===== src/rtl/mips32_reg_dump_if.sv =====
// Register-file read port plus the {index, value} dump stream of mips32_reg_dump.
// master = the dump engine, slave = register file / stream consumer.
interface mips32_reg_dump_if;
    logic [4:0]  rd_addr;
    logic [31:0] rd_data;
    logic        dump_valid;
    logic        dump_ready;
    logic [4:0]  dump_idx;
    logic [31:0] dump_data;
    logic        dump_last;

    modport master (
        output rd_addr,
        input  rd_data,
        output dump_valid,
        input  dump_ready,
        output dump_idx,
        output dump_data,
        output dump_last
    );

    modport slave (
        input  rd_addr,
        output rd_data,
        input  dump_valid,
        output dump_ready,
        input  dump_idx,
        input  dump_data,
        input  dump_last
    );
endinterface


===== src/rtl/mips32_reg_dump.sv =====
// Scans a register-file window after a halt edge or start pulse and streams {index, value} beats.
// Optional DUMP_CHECKSUM_EN appends a beat (index 31) carrying the XOR of all dumped values.
//
// state | meaning
// IDLE  | waiting for trigger
// REQ   | rd_addr holds idx, register file is reading
// WAIT  | rd_data valid, captured into the beat registers
// SEND  | register beat offered, waiting for acceptance
// CSUM  | checksum beat offered (DUMP_CHECKSUM_EN only)
// DONE  | done pulse, back to IDLE
module mips32_reg_dump #(
    parameter int FIRST_REG = 0,
    parameter int NUM_REGS  = 32
) (
    input  logic clk,
    input  logic reset,
    input  logic halted,
    input  logic start,
    output logic busy,
    output logic done,
    mips32_reg_dump_if.master bus
);

    if (FIRST_REG + NUM_REGS > 32 || NUM_REGS < 1 || FIRST_REG < 0) begin : g_param_check
        $error("mips32_reg_dump: register window exceeds the 32-entry register file");
    end

    localparam logic [5:0] FIRST_IDX = 6'(FIRST_REG);
    localparam logic [5:0] LAST_IDX  = 6'(FIRST_REG + NUM_REGS - 1);

    typedef enum logic [2:0] {
        IDLE,
        REQ,
        WAIT,
        SEND,
`ifdef DUMP_CHECKSUM_EN
        CSUM,
`endif
        DONE
    } state_t;

    state_t     state;
    logic       halted_q;
    logic [5:0] idx;
    logic       trigger;
`ifdef DUMP_CHECKSUM_EN
    logic [31:0] csum;
`endif

    assign trigger = start | (halted & ~halted_q);

    always_ff @(posedge clk or posedge reset) begin
        if (reset) begin
            state          <= IDLE;
            halted_q       <= 1'b0;
            idx            <= FIRST_IDX;
            bus.rd_addr    <= 5'(FIRST_REG);
            bus.dump_valid <= 1'b0;
            bus.dump_idx   <= 5'd0;
            bus.dump_data  <= 32'd0;
            bus.dump_last  <= 1'b0;
            busy           <= 1'b0;
            done           <= 1'b0;
`ifdef DUMP_CHECKSUM_EN
            csum           <= 32'd0;
`endif
        end else begin
            halted_q <= halted;
            done     <= 1'b0;
            case (state)
                IDLE: begin
                    if (trigger) begin
                        idx         <= FIRST_IDX;
                        bus.rd_addr <= 5'(FIRST_REG);
                        busy        <= 1'b1;
                        state       <= REQ;
`ifdef DUMP_CHECKSUM_EN
                        csum        <= 32'd0;
`endif
                    end
                end
                REQ: state <= WAIT;
                WAIT: begin
                    bus.dump_data  <= bus.rd_data;
                    bus.dump_idx   <= idx[4:0];
                    bus.dump_valid <= 1'b1;
`ifdef DUMP_CHECKSUM_EN
                    bus.dump_last  <= 1'b0;
                    csum           <= csum ^ bus.rd_data;
`else
                    bus.dump_last  <= (idx == LAST_IDX);
`endif
                    state          <= SEND;
                end
                SEND: begin
                    if (bus.dump_ready) begin
                        if (idx == LAST_IDX) begin
`ifdef DUMP_CHECKSUM_EN
                            // checksum beat follows immediately, valid stays high
                            bus.dump_idx  <= 5'h1f;
                            bus.dump_data <= csum;
                            bus.dump_last <= 1'b1;
                            state         <= CSUM;
`else
                            bus.dump_valid <= 1'b0;
                            bus.dump_last  <= 1'b0;
                            done           <= 1'b1;
                            state          <= DONE;
`endif
                        end else begin
                            bus.dump_valid <= 1'b0;
                            idx            <= idx + 6'd1;
                            bus.rd_addr    <= 5'(idx + 6'd1);
                            state          <= REQ;
                        end
                    end
                end
`ifdef DUMP_CHECKSUM_EN
                CSUM: begin
                    if (bus.dump_ready) begin
                        bus.dump_valid <= 1'b0;
                        bus.dump_last  <= 1'b0;
                        done           <= 1'b1;
                        state          <= DONE;
                    end
                end
`endif
                DONE: begin
                    busy  <= 1'b0;
                    state <= IDLE;
                end
                default: state <= IDLE;
            endcase
        end
    end

endmodule

===== src/flat_wrapper.sv =====
// flat-port wrapper written by rule: the top's interface ports become plain ports
module mips32_reg_dump_flat 
#(
    parameter int FIRST_REG = 0,
    parameter int NUM_REGS  = 32
)
  (clk, reset, halted, start, busy, done, bus_rd_addr, bus_rd_data, bus_dump_valid, bus_dump_ready, bus_dump_idx, bus_dump_data, bus_dump_last);
  mips32_reg_dump_if bus_i ();
  input  logic clk;
  input  logic reset;
  input  logic halted;
  input  logic start;
  output logic busy;
  output logic done;
  output wire logic [$bits(bus_i.rd_addr)-1:0] bus_rd_addr;
  input wire logic [$bits(bus_i.rd_data)-1:0] bus_rd_data;
  output wire logic [$bits(bus_i.dump_valid)-1:0] bus_dump_valid;
  input wire logic [$bits(bus_i.dump_ready)-1:0] bus_dump_ready;
  output wire logic [$bits(bus_i.dump_idx)-1:0] bus_dump_idx;
  output wire logic [$bits(bus_i.dump_data)-1:0] bus_dump_data;
  output wire logic [$bits(bus_i.dump_last)-1:0] bus_dump_last;
  assign bus_rd_addr = bus_i.rd_addr;
  assign bus_i.rd_data = bus_rd_data;
  assign bus_dump_valid = bus_i.dump_valid;
  assign bus_i.dump_ready = bus_dump_ready;
  assign bus_dump_idx = bus_i.dump_idx;
  assign bus_dump_data = bus_i.dump_data;
  assign bus_dump_last = bus_i.dump_last;
  mips32_reg_dump #(.FIRST_REG(FIRST_REG), .NUM_REGS(NUM_REGS)) u_core (.clk(clk), .reset(reset), .halted(halted), .start(start), .busy(busy), .done(done), .bus(bus_i));
endmodule

===== config.mk =====
export PLATFORM = sky130hd
export DESIGN_NAME = mips32_reg_dump_flat
export DESIGN_NICKNAME = d
export VERILOG_FILES = /design/src/rtl/mips32_reg_dump_if.sv /design/src/rtl/mips32_reg_dump.sv /design/src/flat_wrapper.sv
export SDC_FILE = /design/constraint.sdc
export NUM_CORES = 1
export LEC_CHECK = 0
export BUFFER_PORTS_ARGS = -buffer_cell sky130_fd_sc_hd__buf_4
export CAP_MARGIN = 10
export CORE_MARGIN = 10
export CORE_UTILIZATION = 35
export DETAILED_ROUTE_END_ITERATION = 12
export SLEW_MARGIN = 20
export SYNTH_ARGS = -nofsm -noshare
export SYNTH_HDL_FRONTEND = slang
export SYNTH_SLANG_ARGS = --single-unit

===== constraint.sdc =====
create_clock -name clk -period 2 [get_ports clk]
set_input_delay 0.4 -clock clk [delete_from_list [all_inputs] [get_ports clk]]
set_output_delay 0.4 -clock clk [all_outputs]
set_load 0.005 [all_outputs]

==> results of run 1 <==
through the flow:
step,util (%),hold WS (ns),setup slack (ns)
2_1_floorplan,-,0.431,0.357
3_3_place_gp,47.9,0.474,0.371
3_5_place_dp,47.9,0.479,0.314
4_1_cts,49.3,0.147,0.300
5_1_grt,49.3,0.142,0.174
6_report,49.3,0.141,0.310
cells by family (layout without fill, tap and decap cells):
family | Yosys count | in the layout | share of synthesized area (%)
compound gates | 17 | 17 | 4.96
fa+ha+maj | 1 | 1 | 0.597
buf+inv | 14 | 99 | 3.88
flops | 51 | 51 | 60.9
mux | 37 | 37 | 19.9
simple gates | 38 | 38 | 9.79
flip-flops by register name, indices dropped and copies added (netlist names):
register	cells
u_core.bus.dump_valid	1
u_core.halted_q	1
u_core.bus.rd_addr	4
u_core.state	3
u_core.idx	2
u_core.bus.dump_data	32
u_core.bus.dump_last	1
u_core.busy	1
u_core.done	1
u_core.bus.dump_idx	5
cells in the mapped netlist (2+ instances only):
cell	count	area share, %
and3_1	3	0.90
a21oi_1	5	1.2
buf_2	4	0.96
nand3_1	4	0.96
nand2b_1	2	0.60
a31oi_1	2	0.60
dfrtp_1	51	61
o21ai_0	4	0.96
nor2_1	9	1.6
nor3_1	2	0.48
buf_4	6	2.1
nand2_1	8	1.4
nor2b_1	2	0.60
inv_1	3	0.54
mux2_2	37	20
layout by cell type, fill, tap and decap left out, types with 3 or more instances in the layout:
| cell type | n |
|---|---|
| dfrtp_1 | 51 |
| nor2_1 | 8 |
| and3_1 | 3 |
| nand2_1 | 8 |
| o21ai_0 | 4 |
| mux2_2 | 37 |
| clkbuf_8 | 5 |
| nand3_1 | 4 |
| a21oi_1 | 5 |
| buf_4 | 87 |
power by group through the flow:
stage / logic (uW) / registers, uW / clock network (uW)
global placement: 1930 / 1800 / 0
detailed placement: 1960 / 1820 / 0
CTS: 1950 / 1810 / 610
global route: 2090 / 1880 / 642
floorplan: 1010 / 1800 / 0
finish: 1900 / 1800 / 570
how the worst max path moves through the flow:
stage / start / to / slack, ns / cells past startpoint
3_5_place_dp: u_core.bus.rd_addr[0] / u_core.idx[5] / 0.31 / 5
3_3_place_gp: u_core.bus.rd_addr[0] / u_core.bus.dump_last / 0.37 / 5
2_1_floorplan: u_core.bus.rd_addr[0] / u_core.bus.dump_last / 0.36 / 5
5_1_grt: u_core.bus.rd_addr[1] / u_core.idx[5] / 0.17 / 5
4_1_cts: u_core.bus.rd_addr[0] / u_core.idx[5] / 0.30 / 5
6_report: u_core.bus.rd_addr[0] / u_core.idx[5] / 0.31 / 5
tightest hold or removal path, cell delays in order:
cell and delay [ns]:
buf_4 0.11, inv_2 0.06, buf_12 0.26
metal layers:
layer / vias up / part of all wire, %
met3: 7 / 14
met4: 0 / 1.3
met5: - / 0
li1: 713 / -
met1: 720 / 43
met2: 63 / 42
layout make-up:
type                            count  area [sq um]  share of cell area [%]
Clock buffer                        7          76.3                    2.65
Timing Repair Buffer               88           673                    23.4
Tap cell                           75          93.8                    3.26
Clock inverter                      1          5.00                   0.174
Sequential cell                    51          1280                    44.3
Multi-Input combinational cell     93           746                    25.9
Inverter                            3          11.3                   0.391
==> flow_summary.toml, run 1 <==
[placement]
dpl.cell_count = 310
portBuffers = 82
placed_area_sq_um = 2800
dp_hpwl_mm = 3.75
gp_congestion = 0.766

[clock_tree]
insertion_delay_ns = 0.30
htreeDepth = 2
cts_buffers = 5
clock_path_buffers = 2
clk_pin_slew_ns = 0.09
hold_buffers = 0
post_cts_resize_count = 0
clock-root-buffer = "clkbuf_8"
post_cts_buffers = 0
cts.sinks = 51
cts_tree = "done"

[setup_path]
cp-end-kind = "flop"
cp-start-kind = "flop"
critical-path-top-delay-family = "simple AND/OR/NAND/NOR gates"
critPathMaxStageDelay_ns = 0.38
r2r_end = "u_core.idx[5]"
worstPathMaxFanout = 6
r2r-start = "u_core.bus.rd_addr[0]"
crit_type = "flop to flop"
r2r_cells = 5
cp_slowest_cell = "or3b_1"
arrival_ns = 1.87
cp_cell_sequence = "ha_1 > nand3_2 > o21ai_1 > a2111oi_0 > or3b_1"
cp_data_required_time_ns = 2.18
path_buf_inv = 0
r2r_slack_ns = 0.31

[timing]
period_needed_ns = 1.69
finalHoldViolCount = 0
worst_clock_skew_ns = 0.00513
timing.slew.headroom_pct = 78.1
min_period_over_period_pct = 84.5
setup_tns_ns = 0
slew_viol_final = 0
setup_viol = 0
max_slew.worst_pin.slew_ns = 0.320
fmax_mhz = 592
rsz0062_at_grt = "false"

[power]
p_per_area_nw_per_um2 = 1480
p_leak_uw = 0.00139
p_sw_uw = 1340
power_uw = 4260
sequentialPowerShare_pct = 42.2
power_frac_comb_pct = 44.4
ir_worst_vdd_mv = 0.586
internal-power_uw = 2930
clkPwrFrac_pct = 13.4
switching_share_pct = 31.4

[die]
dieHeight_um = 97.4
start_util_pct = 35.8
pin_count = 83
num_rows = 28
coreArea_sq_um = 5850
die-width_um = 97.4
die-area_sq_um = 9480

[drt]
dr.pass1.iters = 4
first_iter_violations = 38
routed_via_density = 4.73
drc = 0
drt-total-wl_mm = 4.92
detail-route-antenna-nets = 0
via_count = 1503
wl_per_cell_um = 15.5

[synth]
syn_area_per_cell_sq_um = 13.3
syn_inst = 158
postSynthRegisterBits = 51
synth-warning-count = 0
netlist_area_sq_um = 2100
ys_types = 31
synth_edf_count = 0
synth-seq-area-share_pct = 60.9
synthesis.nets = 196
async_flop_share_pct = 100
synthFlopType = "dfrtp_1"

[global_routing]
use_met2_pct = 14.4
grt_antenna_before_repair = 0
overflow = 0
busiest_layer = "met2"
grt_use_met3_pct = 7.25
grt_usage_pct = 10.2
grt_pass1_vias = 1610
grt_start_max_net_pins = 52
grtUsageMet1_pct = 11.7
grt_pass1_wl_mm = 8.04

[final_layout]
drive_above_1_share_pct = 56.0
final_cells = 318
n_antenna_cell = 0
fillers = 542
finalInstanceArea_sq_um = 2880
area_growth_pct = 37.5
finish.net_count = 280

[flow_run]
maxCapViolCount = 0

[hold_path]
holdCritPathClass = "primary input to asynchronous set/reset pin"

[run_status]
status = "completed"
No activity file was read; power rests on OpenSTA's default activity.
==> run 2: changes to the inputs <==
Clock period 2 ns to 1.6 ns, I/O delays scaled along.
==> run 2 against run 1 <==
Power up 30%. Clock skew is essentially flat. Core utilization rose by 1.7 points.
==> flow_summary.toml, run 2 (synthesis results as in run 1) <==
[run_status]
status = "completed"

[setup_path]
cp_cell_sequence = "ha_2 > nand3_4 > or3_4 > and3_4 > a221o_1"
arrival_ns = 1.77
cp_slowest_cell = "or3_4"
critPathMaxStageDelay_ns = 0.39
critical-path-top-delay-family = "simple AND/OR/NAND/NOR gates"
cp_data_required_time_ns = 1.79
worstPathMaxFanout = 6
path_buf_inv = 0
cp-start-kind = "flop"
crit_type = "flop to flop"
cp-end-kind = "flop"

[drt]
dr.pass1.iters = 3
wl_per_cell_um = 15.4
drt-total-wl_mm = 5.05
routed_via_density = 4.67
detail-route-antenna-nets = 0
first_iter_violations = 63
via_count = 1531
drc = 0

[timing]
setup_viol = 0
period_needed_ns = 1.58
worst_clock_skew_ns = 0.00499
post-route-worst-setup-slack_ns = 0.0207
rsz0062_at_grt = "true"
min_period_over_period_pct = 98.7
fmax_mhz = 633
setup_tns_ns = 0
timing.slew.headroom_pct = 75.0
finalHoldViolCount = 0
slew_viol_final = 0
max_slew.worst_pin.slew_ns = 0.372

[die]
die-area_sq_um = 9480
pin_count = 83
start_util_pct = 35.8
num_rows = 28
dieHeight_um = 97.4
die-width_um = 97.4
coreArea_sq_um = 5850

[placement]
pre_cts_slack_ns = -0.0224
gp_congestion = 0.739
portBuffers = 82
placed_area_sq_um = 2880
dp_hpwl_mm = 4.06

[global_routing]
grt_start_max_net_pins = 29
grt_usage_pct = 10.8
grt_antenna_before_repair = 0
overflow = 0
grt_pass1_vias = 1651
grt_pass1_wl_mm = 8.53

[final_layout]
utilization_pct = 50.9
largest_reg_flops = 32
area_growth_pct = 42.1
regMostFlops = "u_core.bus.dump_data"
top_regs = "u_core.bus.dump_data x32, u_core.bus.dump_idx x5, u_core.bus.rd_addr x4"
final_cell_mix = "buf_4, dfrtp_1, mux2_2"
finish.net_count = 290
final_common_cell = "buf_4"
drive_above_1_share_pct = 59.3
n_antenna_cell = 0
finalInstanceArea_sq_um = 2980
fillers = 550

[power]
p_leak_uw = 0.00144
sequentialPowerShare_pct = 40.2
p_sw_uw = 1730
internal-power_uw = 3800
power_frac_comb_pct = 47.1
clkPwrFrac_pct = 12.8
p_per_area_nw_per_um2 = 1860
ir_worst_vdd_mv = 0.847
switching_share_pct = 31.3

[clock_tree]
clock_path_buffers = 2
hold_buffers = 0
cts_tree = "done"
cts_buffers = 5
htreeDepth = 2
cts.sinks = 51
clock-root-buffer = "clkbuf_8"
insertion_delay_ns = 0.30
clk_pin_slew_ns = 0.09

[flow_run]
maxCapViolCount = 0

[hold_path]
holdCritPathClass = "primary input to asynchronous set/reset pin"
[run 2: power groups by stage]
stage / clock, uW / sequential, uW / combinational, uW
2_1_floorplan: 0 / 2250 / 1260
3_3_place_gp: 0 / 2220 / 2600
3_5_place_dp: 0 / 2250 / 2650
4_1_cts: 748 / 2230 / 2670
5_1_grt: 802 / 2310 / 2870
6_report: 706 / 2220 / 2610
[run 2: final timing paths]
| check | cells after the start | to | slack [ns] | from |
|---|---|---|---|---|
| worst min-delay path | 3 | u_core.bus.dump_data[13] | 0.06 | reset |
| worst max register to register | 5 | u_core.bus.dump_last | 0.02 | u_core.bus.rd_addr[0] |
| max in group asynchronous | 3 | u_core.bus.rd_addr[0] | 1.25 | reset |
| min in group clk | 1 | u_core.halted_q | 0.13 | halted |
| worst max-delay path | 5 | u_core.bus.dump_last | 0.02 | u_core.bus.rd_addr[0] |
| worst min register to register | 1 | u_core.bus.dump_valid | 0.49 | u_core.bus.dump_valid |
[run 2: final cells by class]
| cell class | instances | area (sq um) | share of cell area [%] |
|---|---|---|---|
| Sequential cell | 51 | 1280 | 42.8 |
| Timing Repair Buffer | 98 | 752 | 25.2 |
| Multi-Input combinational cell | 93 | 762 | 25.6 |
| Clock inverter | 3 | 15.0 | 0.504 |
| Inverter | 3 | 11.3 | 0.378 |
| Clock buffer | 5 | 68.8 | 2.31 |
| Tap cell | 75 | 93.8 | 3.15 |
[run 2: worst register-to-register path: stages (launching register included)]
cell	delay, ns
dfrtp_1	0.37
ha_2	0.22
nand3_4	0.11
or3_4	0.39
and3_4	0.15
a221o_1	0.24
[run 2: repair_timing]
action	4_1_cts	5_1_grt
endpoints found under the setup margin	1	7
resized for setup	1	3
pin swaps	2	0
buffers inserted	1	0
[run 2: metal layers]
metal	part of all wire, %	global-route usage [%]	routed length (um)	vias up
li1	-	-	-	737
met3	10	5.69	518	4
met5	0	0	0	-
met4	0.79	3.36	40	0
met2	46	16.7	2320	57
met1	43	12.5	2170	733
[run 2: through the flow]
stage | total power, uW | hold slack [ns] | std cells
3_5_place_dp | 4900 | 0.399 | 319
3_3_place_gp | 4820 | 0.402 | 319
6_report | 5530 | 0.0592 | 328
2_1_floorplan | 3510 | 0.351 | 158
5_1_grt | 5980 | 0.0689 | 328
4_1_cts | 5650 | 0.0624 | 328
